--- config.mk ---
export PLATFORM = sky130hd
export DESIGN_NAME = memwb
export DESIGN_NICKNAME = d
export VERILOG_FILES = /design/src/rtl/memwb.sv
export SDC_FILE = /design/constraint.sdc
export NUM_CORES = 1
export LEC_CHECK = 0
export ABC_AREA = 0
export CAP_MARGIN = 30
export CORE_ASPECT_RATIO = 0.5
export CORE_MARGIN = 2
export CORE_UTILIZATION = 38
export DETAILED_ROUTE_END_ITERATION = 16
export GPL_TIMING_DRIVEN = 0
export PLACE_DENSITY = 0.71
export SETUP_SLACK_MARGIN = 0.1
export SYNTH_ARGS = -nofsm -noshare
export SYNTH_HDL_FRONTEND = slang
export SYNTH_SLANG_ARGS = --single-unit
--- constraint.sdc ---
create_clock -name i_clk -period 1.5 [get_ports i_clk]
set_input_delay 0.225 -clock i_clk [delete_from_list [all_inputs] [get_ports i_clk]]
set_output_delay 0.225 -clock i_clk [all_outputs]
set_load 0.02 [all_outputs]
--- src/rtl/memwb.sv ---
// memwb: memory-access / writeback stage downstream of execute.
// Non-memory results are written back the cycle after accept. Memory ops
// run one bus transaction (req held until ack), then write back on a load.
// The optional bus-ack timeout is enabled by defining MEMWB_BUS_TIMEOUT_EN.
module memwb #(
  parameter int RW      = 16,
  parameter int REGNO   = 8,
  parameter int TIMEOUT = 255
) (
  input  logic             i_clk,
  input  logic             i_rst,
  input  logic             i_submit,
  output logic             o_ready,
  input  logic [RW-1:0]    i_data,
  input  logic [RW-1:0]    i_addr,
  input  logic [REGNO-1:0] i_reg_ie,
  input  logic             i_mem_access,
  input  logic             i_mem_we,
  input  logic             i_mem_width,
  output logic [REGNO-1:0] o_reg_ie,
  output logic [RW-1:0]    o_reg_data,
  output logic             o_mem_req,
  output logic             o_mem_we,
  output logic [RW-1:0]    o_mem_addr,
  output logic [RW-1:0]    o_mem_data,
  output logic [1:0]       o_mem_sel,
  input  logic             i_mem_ack,
  input  logic [RW-1:0]    i_mem_data,
  input  logic             i_mem_err,
  output logic             o_mem_exception
);

  typedef enum logic {IDLE, BUSY} state_t;

  // The timeout counter is 8 bits wide, so TIMEOUT must fit in it.
  if (TIMEOUT < 1 || TIMEOUT > 255) begin : g_bad_timeout
    $error("memwb: TIMEOUT must be within 1..255");
  end

  state_t           state_q;
  logic [REGNO-1:0] reg_ie_q;
  logic [RW-1:0]    reg_data_q;
  logic             mem_req_q, mem_we_q, exc_q;
  logic [RW-1:0]    mem_addr_q, mem_data_q;
  logic [1:0]       mem_sel_q;
  // Per-transaction context needed to form the writeback on ack.
  logic [REGNO-1:0] lat_ie_q;
  logic             lat_we_q, lat_width_q, lat_a0_q;
`ifdef MEMWB_BUS_TIMEOUT_EN
  logic [7:0]       cnt_q;
`endif

  // Load result: full word, or the addressed byte zero-extended.
  logic [RW-1:0] load_data_d;
  // Select the load result from the bus read data and latched address bit.
  always_comb begin
    load_data_d = i_mem_data;
    if (lat_width_q)
      load_data_d = RW'(lat_a0_q ? i_mem_data[15:8] : i_mem_data[7:0]);
  end

  assign o_ready = (state_q == IDLE);

  // Stage FSM with registered bus and writeback outputs.
  always_ff @(posedge i_clk) begin
    if (i_rst) begin
      state_q     <= IDLE;
      reg_ie_q    <= '0;
      reg_data_q  <= '0;
      mem_req_q   <= 1'b0;
      mem_we_q    <= 1'b0;
      mem_addr_q  <= '0;
      mem_data_q  <= '0;
      mem_sel_q   <= 2'b00;
      exc_q       <= 1'b0;
      lat_ie_q    <= '0;
      lat_we_q    <= 1'b0;
      lat_width_q <= 1'b0;
      lat_a0_q    <= 1'b0;
`ifdef MEMWB_BUS_TIMEOUT_EN
      cnt_q       <= 8'd0;
`endif
    end else begin
      // Write-enable and exception are single-cycle pulses.
      reg_ie_q <= '0;
      exc_q    <= 1'b0;
      case (state_q)
        IDLE: begin
          if (i_submit) begin
            if (!i_mem_access) begin
              reg_ie_q   <= i_reg_ie;
              reg_data_q <= i_data;
            end else begin
              state_q     <= BUSY;
              lat_ie_q    <= i_reg_ie;
              lat_we_q    <= i_mem_we;
              lat_width_q <= i_mem_width;
              lat_a0_q    <= i_addr[0];
              mem_req_q   <= 1'b1;
              mem_we_q    <= i_mem_we;
`ifdef MEMWB_BUS_TIMEOUT_EN
              cnt_q       <= 8'd0;
`endif
              if (i_mem_width) begin
                mem_addr_q <= {1'b0, i_addr[RW-1:1]};
                mem_sel_q  <= i_addr[0] ? 2'b10 : 2'b01;
                mem_data_q <= RW'({i_data[7:0], i_data[7:0]});
              end else begin
                mem_addr_q <= i_addr;
                mem_sel_q  <= 2'b11;
                mem_data_q <= i_data;
              end
            end
          end
        end
        BUSY: begin
          if (i_mem_ack) begin
            state_q   <= IDLE;
            mem_req_q <= 1'b0;
            if (i_mem_err) begin
              exc_q <= 1'b1;
            end else if (!lat_we_q) begin
              reg_ie_q   <= lat_ie_q;
              reg_data_q <= load_data_d;
            end
          end
`ifdef MEMWB_BUS_TIMEOUT_EN
          // Ack has priority; otherwise give up after TIMEOUT waiting cycles.
          else if (cnt_q == 8'(TIMEOUT - 1)) begin
            state_q   <= IDLE;
            mem_req_q <= 1'b0;
            exc_q     <= 1'b1;
          end else begin
            cnt_q <= cnt_q + 8'd1;
          end
`endif
        end
        default: state_q <= IDLE;
      endcase
    end
  end

  assign o_reg_ie        = reg_ie_q;
  assign o_reg_data      = reg_data_q;
  assign o_mem_req       = mem_req_q;
  assign o_mem_we        = mem_we_q;
  assign o_mem_addr      = mem_addr_q;
  assign o_mem_data      = mem_data_q;
  assign o_mem_sel       = mem_sel_q;
  assign o_mem_exception = exc_q;

endmodule

==> summary.md <==
| Metric | Value |
|---|---|
| Critical path data required time | 1.70 ns |
| Routability Congestion | 0.857 |
| Pin count of the biggest net entering global routing | 13 |
| Fin cells | 587 |
| Register share of total power | 0.392 |
| Maximum vdd drop | 0.642 mV |
| Run status | complete, but fails checks |
| Starting DRT DRC Count | 283 |
| Avg WL per Cell | 16.8 µm |
| First-pass GRT wire length | 15200 µm |
| Violated checks | setup timing |
| Worst setup EP type | flip-flop |
| Critical Path Start Type | flip-flop |
| DRC viols | 0 |
| #FFs+latches synth | 72 |
| Critical Path Start | state_q |
| Layout Nets | 538 |
| Syn_nets | 399 |
| Worst Path Arrival | 1.85 ns |
| Die area | 0.00871 mm² |
| Via count | 3052 |
| Clock-pin transition on the worst setup and hold timing paths | 0.06 ns |
| DP Area | 0.00438 mm² |
| R2R setup slack | -0.15 ns |
| Post-Synthesis Cell Area | 0.00302 mm² |
| Die Y | 67.0 µm |
| Final min period | 1.65 ns |
| Dpl ws | -0.519 ns |
| Clock Latency Late Sink | 0.33 ns |
| Pins over their slew limit | 0 |
| Power per standard cell area | 1110 mW/mm² |
| Worst-path fanout max | 6 |
| ANT cells | 0 |
| Initial antenna violation count | 0 |
| Hold Path Class | input port to flip-flop |
| GRT overflow | 0 |
| CTS Buf Count | 9 |
| Max-Cap Viols | 0 |
| CTS max path bufs | 2 |
| Worst setup path endpoint | o_reg_data[9] |
| RSZ-0062 raised after global routing | true |
| Hold slack | 0.204 ns |
| Core Area | 0.00751 mm² |
| I/O pin count | 126 |
| Final setup fails | 10 |
| I/O Buffers | 123 |
| Synth Instances | 335 |
| Internal power | 3950 µW |
| Clock Skew | 0.00406 ns |
| DR vias/cell | 5.20 |
| Crit path kind | flip-flop to flip-flop |
| Net load switching power | 1370 µW |
| GRT Resource Usage Total | 0.233 |
| Drt first pass iters | 8 |
| Final Instance Area | 0.00479 mm² |
| Reg-to-reg endpoint | o_reg_data[9] |
| Post-DP HPWL | 7280 µm |
| Total wire length | 9850 µm |
| R2r startpoint | state_q |
| Final period util | 1.10 |
| Layout cells sized above 1 | 0.119 |
| Routed Antenna Nets | 0 |
| Initial Utilization | 0.401 |
| Post-synthesis sequential area ratio | 0.478 |
| Site Rows | 22 |
| Switching share of power | 0.257 |
| Pleak | 0.00209 µW |
| Die W | 130 µm |
| Vias in the first global route | 2899 |
| Syn Area/Cell | 9.00 µm² |
| Cell depth of the worst flop-to-flop path | 6 |
| Worst-margin pin slew | 0.547 ns |
| Root buffer cell | clkbuf_16 |
| Netlist cell types | 28 |
| CTS tree | yes |
| Setup WS post-layout | -0.153 ns |
| Final hold violation count | 0 |
| Synthesis Warnings | 0 |
| Sink Count | 72 |
| Gate power share | 0.172 |
| Clk network pwr share | 0.436 |
| Area growth from synthesis to layout | 58.9% |
| Inst Count DP | 566 |
| Relative slew slack | 0.636 |
| CTS H-tree lvls | 3 |
| Fmax achieved | 0.605 GHz |
worst max-delay path: stages, from the launching register on:
cell,delay (ns)
dfxtp_2,0.32
buf_6,0.12
or3b_4,0.36
buf_6,0.12
buf_4,0.15
a222oi_1,0.36
nor3_1,0.08
kinds of logic (layout without fill, tap and decap cells):
group	Yosys count	in the layout	synth area share
flops	72	72	0.478
mux	23	23	0.0763
compound gates	78	78	0.187
buf+inv	35	179	0.0531
simple gates	127	127	0.205
cells in the mapped netlist:
cell type	count	area, µm²
nor2_1	43	161
nor3b_4	1	18.8
and3_1	8	50.1
or3b_1	1	8.76
nand2_1	40	150
and4b_1	1	10.0
a22oi_1	8	60.1
buf_1	2	7.51
buf_6	2	22.5
o41ai_1	8	70.1
nor3_1	17	85.1
a211oi_1	32	240
a222oi_1	8	80.1
buf_2	11	55.1
and3b_1	1	8.76
nand3b_1	2	15.0
nand4b_1	8	70.1
nor3b_1	1	7.51
nor4bb_1	1	10.0
dfxtp_1	72	1440
clkinv_1	1	3.75
nand2b_1	1	6.26
nand4bb_1	1	11.3
a21oi_1	21	105
nor2b_1	1	6.26
a311oi_1	1	8.76
mux2i_1	23	230
clkbuf_1	19	71.3
area by class of cell:
type,count,area (µm²)
plain buffers,34,220
flip-flops and latches,72,1440
repair buffers,128,1190
inverters,1,5.00
clock inverters,5,80.1
fillers,651,2720
multi-input cells,228,1470
clock buffers,11,243
well taps,108,135
per-layer routing:
metal / share of wire / track usage / vias to the layer above
li1: - / - / 1505
met1: 0.46 / 0.309 / 1418
met2: 0.46 / 0.365 / 116
met3: 0.072 / 0.0747 / 13
met4: 0.011 / 0.0632 / 0
met5: 0 / 0 / -
power by group through the flow:
stage	combinational [µW]	clock, µW	sequential, µW
after floorplan	327	0	2240
after global placement	931	0	2130
after detailed placement	933	0	2130
after CTS	895	2350	2090
after global routing	982	2430	2100
final	913	2320	2090
flip-flops by register name, summed over array words and instances, names as in the netlist:
| register | flops |
|---|---|
| lat_a0_q | 1 |
| o_mem_addr | 16 |
| lat_we_q | 1 |
| lat_width_q | 1 |
| o_mem_req | 1 |
| state_q | 1 |
| o_mem_sel | 2 |
| o_reg_ie | 8 |
| o_mem_exception | 1 |
| o_reg_data | 16 |
| o_mem_data | 16 |
| lat_ie_q | 8 |
worst min-delay path by stage:
stage	startpoint	endpoint	slack, ns	cells after the start
3_3_place_gp	o_mem_addr[15]	o_mem_addr[15]	0.44	2
3_5_place_dp	lat_ie_q[2]	lat_ie_q[2]	0.45	2
5_1_grt	i_mem_ack	o_mem_req	0.21	2
6_report	i_mem_ack	o_mem_req	0.20	2
4_1_cts	i_mem_width	o_mem_addr[11]	0.37	3
2_1_floorplan	i_mem_ack	o_mem_req	0.32	1
repair_timing:
item                                    4_1_cts  5_1_grt
buffers inserted                              5        0
pin swaps                                     4        3
cloned                                        1        0
hold buffers                                  0        0
resized for setup                            88       25
endpoints found under the setup margin      132       71
endpoints found under the hold margin         0        0
per-stage QoR:
| step | util | total power, µW | setup TNS [ns] |
|---|---|---|---|
| CTS | 0.630 | 5340 | -1.37 |
| finish | 0.638 | 5320 | -0.979 |
| floorplan | - | 2570 | 0 |
| global placement | 0.583 | 3060 | -26.01 |
| detailed placement | 0.583 | 3060 | -27.26 |
| global route | 0.638 | 5510 | -1.93 |
cells in the final DEF, fill, tap and decap left out, types with 9 or more instances in the layout:
master and instances:
dlygate4sd2_1 63, nand2_1 40, clkbuf_1 11, mux2i_1 23
clkdlybuf4s50_1 58, a211oi_1 30, dfxtp_1 71, clkbuf_16 9
nor3_1 17, a21oi_1 21, nor2_1 42
Power figures use the tool's default switching activity.
==> edit, RTL diff (same settings) <==
The parameter `RW` goes from 16 to 17.
--- a/src/rtl/memwb.sv
+++ b/src/rtl/memwb.sv
@@ -4,5 +4,5 @@
 // The optional bus-ack timeout is enabled by defining MEMWB_BUS_TIMEOUT_EN.
 module memwb #(
-  parameter int RW      = 16,
+  parameter int RW      = 17,
   parameter int REGNO   = 8,
   parameter int TIMEOUT = 255
Interface: changed (6 resized); port bits go from 126 to 132. No check against the original RTL was run, so the function may have changed too.
==> edit against the original RTL <==
Power decreased by 0.81%. The flow still finishes with violations (setup timing). Worst setup slack improved by 0.059 ns. Design area increased by 3.9%. Critical path depth unchanged. Clock skew about the same. Sequential share of layout area increased by 0.086 points. Critical endpoint is now o_reg_data[16]$_SDFFE_PP0P_. Largest power group is now sequential cells. Synthesized area increased by 4.2%. Core utilization decreased by 1.6 points. Sequential cell count increased by 3. Wire length increased by 5.1%. Via count increased by 5.9%.
==> edit: results (changes against the original RTL) <==
[place]
placed_cells = 588  ; +3.9%
pre_cts_slack_ns = -0.544  ; -0.0246 ns
gp_congestion = 0.832  ; -3.0%
portBuffers = 129  ; +4.9%
placed_area_um2 = 4570  ; +4.4%
detailed_place_hpwl_mm = 7.66  ; +5.3%

[power]
p_sw_uw = 1390  ; +1.7%
peakVddDrop_mv = 0.647  ; +0.73%
power_leakage_uw = 0.00218  ; +4.2%

[worst_setup_path]
crit_end = o_reg_data[16]$_SDFFE_PP0P_
worst-path-max-fanout = 7  ; +1
cp_top_family = simple AND/OR/NAND/NOR gates
slowest_stage = or3b_1
max_stage_delay_ns = 0.36  ; about the same
worstPathArrival_ns = 1.79  ; -0.06 ns

[yosys]
yosys-top-cells-area = dfxtp_1, a211oi_1, mux2i_1, nor2_1, nand2_1
ys_seq_area_share_pct = 47.8  ; about the same
synth_fp_nets = 414  ; +3.8%
postSynthCellCount = 347  ; +3.6%
yosys-top-cells-count = dfxtp_1, nor2_1, nand2_1

[timing]
report.final.setup_viol = 11  ; +1
setup_tns_ns = -0.586  ; +0.392 ns
tightest_slew_ns = 0.621  ; +0.0747 ns
setup_ws_ns = -0.0936  ; +0.0590 ns
skew_ns = 0.00410  ; +0.0000413 ns

[final_layout]
nets = 560  ; +4.1%
seqCellArea_um2 = 1500  ; +4.2%
drive_gt1_share_pct = 11.8  ; -0.052 points
fillers = 726  ; +12%

[route]
viasPerCell = 5.30  ; +1.9%
wl_per_cell_um = 17.0  ; +1.2%
first_iter_violations = 254  ; -10%
dr.pass1.iters = 6  ; -2
drt_wl_total_mm = 10.4  ; +5.1%

[status]
status = finished, violations left
violations = setup timing

[clock_tree]
cts_buffer_depth = 2  ; unchanged

[global_routing]
grt_pass1_wl_mm = 16.0  ; +5.7%
track_usage_pct = 23.3  ; about the same
grt_pass1_vias = 2976  ; +2.7%

edit: what timing repair did:
item,in CTS,in global routing
pin swaps,8,4
setup endpoints to repair,117,74
gates resized for setup,92,20
cloned,1,0
buffers inserted,5,0
edit: cell families after synthesis:
kind of cell           share of synthesized area (%)
DFF                                             47.8
and+or+nand+nor                                 20.5
AOI/OAI and AO/OA                               18.7
buffers and inverters                           5.38
muxes                                           7.65
edit: power groups by stage:
stage	Sequential (uW)	Combinational, uW	Clock [uW]
after floorplan	2340	343	0
final	2170	967	2140
after detailed placement	2220	983	0
after global placement	2210	976	0
after CTS	2170	949	2170
after global routing	2190	1040	2270
edit: worst min-delay path by stage:
stage / start / to / slack, ns
global route: i_mem_ack / o_mem_req$_SDFFE_PP0P_ / 0.24
global placement: lat_ie_q[4]$_SDFFE_PP0P_ / lat_ie_q[4]$_SDFFE_PP0P_ / 0.44
detailed placement: o_mem_data[1]$_SDFFE_PP0P_ / o_mem_data[1]$_SDFFE_PP0P_ / 0.45
finish: i_mem_ack / o_mem_req$_SDFFE_PP0P_ / 0.22
floorplan: i_mem_ack / o_mem_req$_SDFFE_PP0P_ / 0.32
CTS: i_mem_width / lat_width_q$_SDFFE_PP0P_ / 0.38
edit: routing by layer:
layer,up-vias,GRT usage (%),routed length (um)
li1,1570,-,-
met1,1544,29.9,4740
met2,99,38.0,4710
met3,20,6.22,677
met4,0,9.54,227
met5,-,0,0
edit: final cells by class:
| cell class | instances | area share [%] |
|---|---|---|
| clock buffer | 11 | 4.88 |
| clock inverter | 5 | 1.06 |
| timing repair buffer | 135 | 25.4 |
| multi-input combinational | 237 | 31.2 |
| sequential | 75 | 30.2 |
| inverter | 1 | 0.101 |
| tap | 112 | 2.82 |
| buffer | 34 | 4.40 |
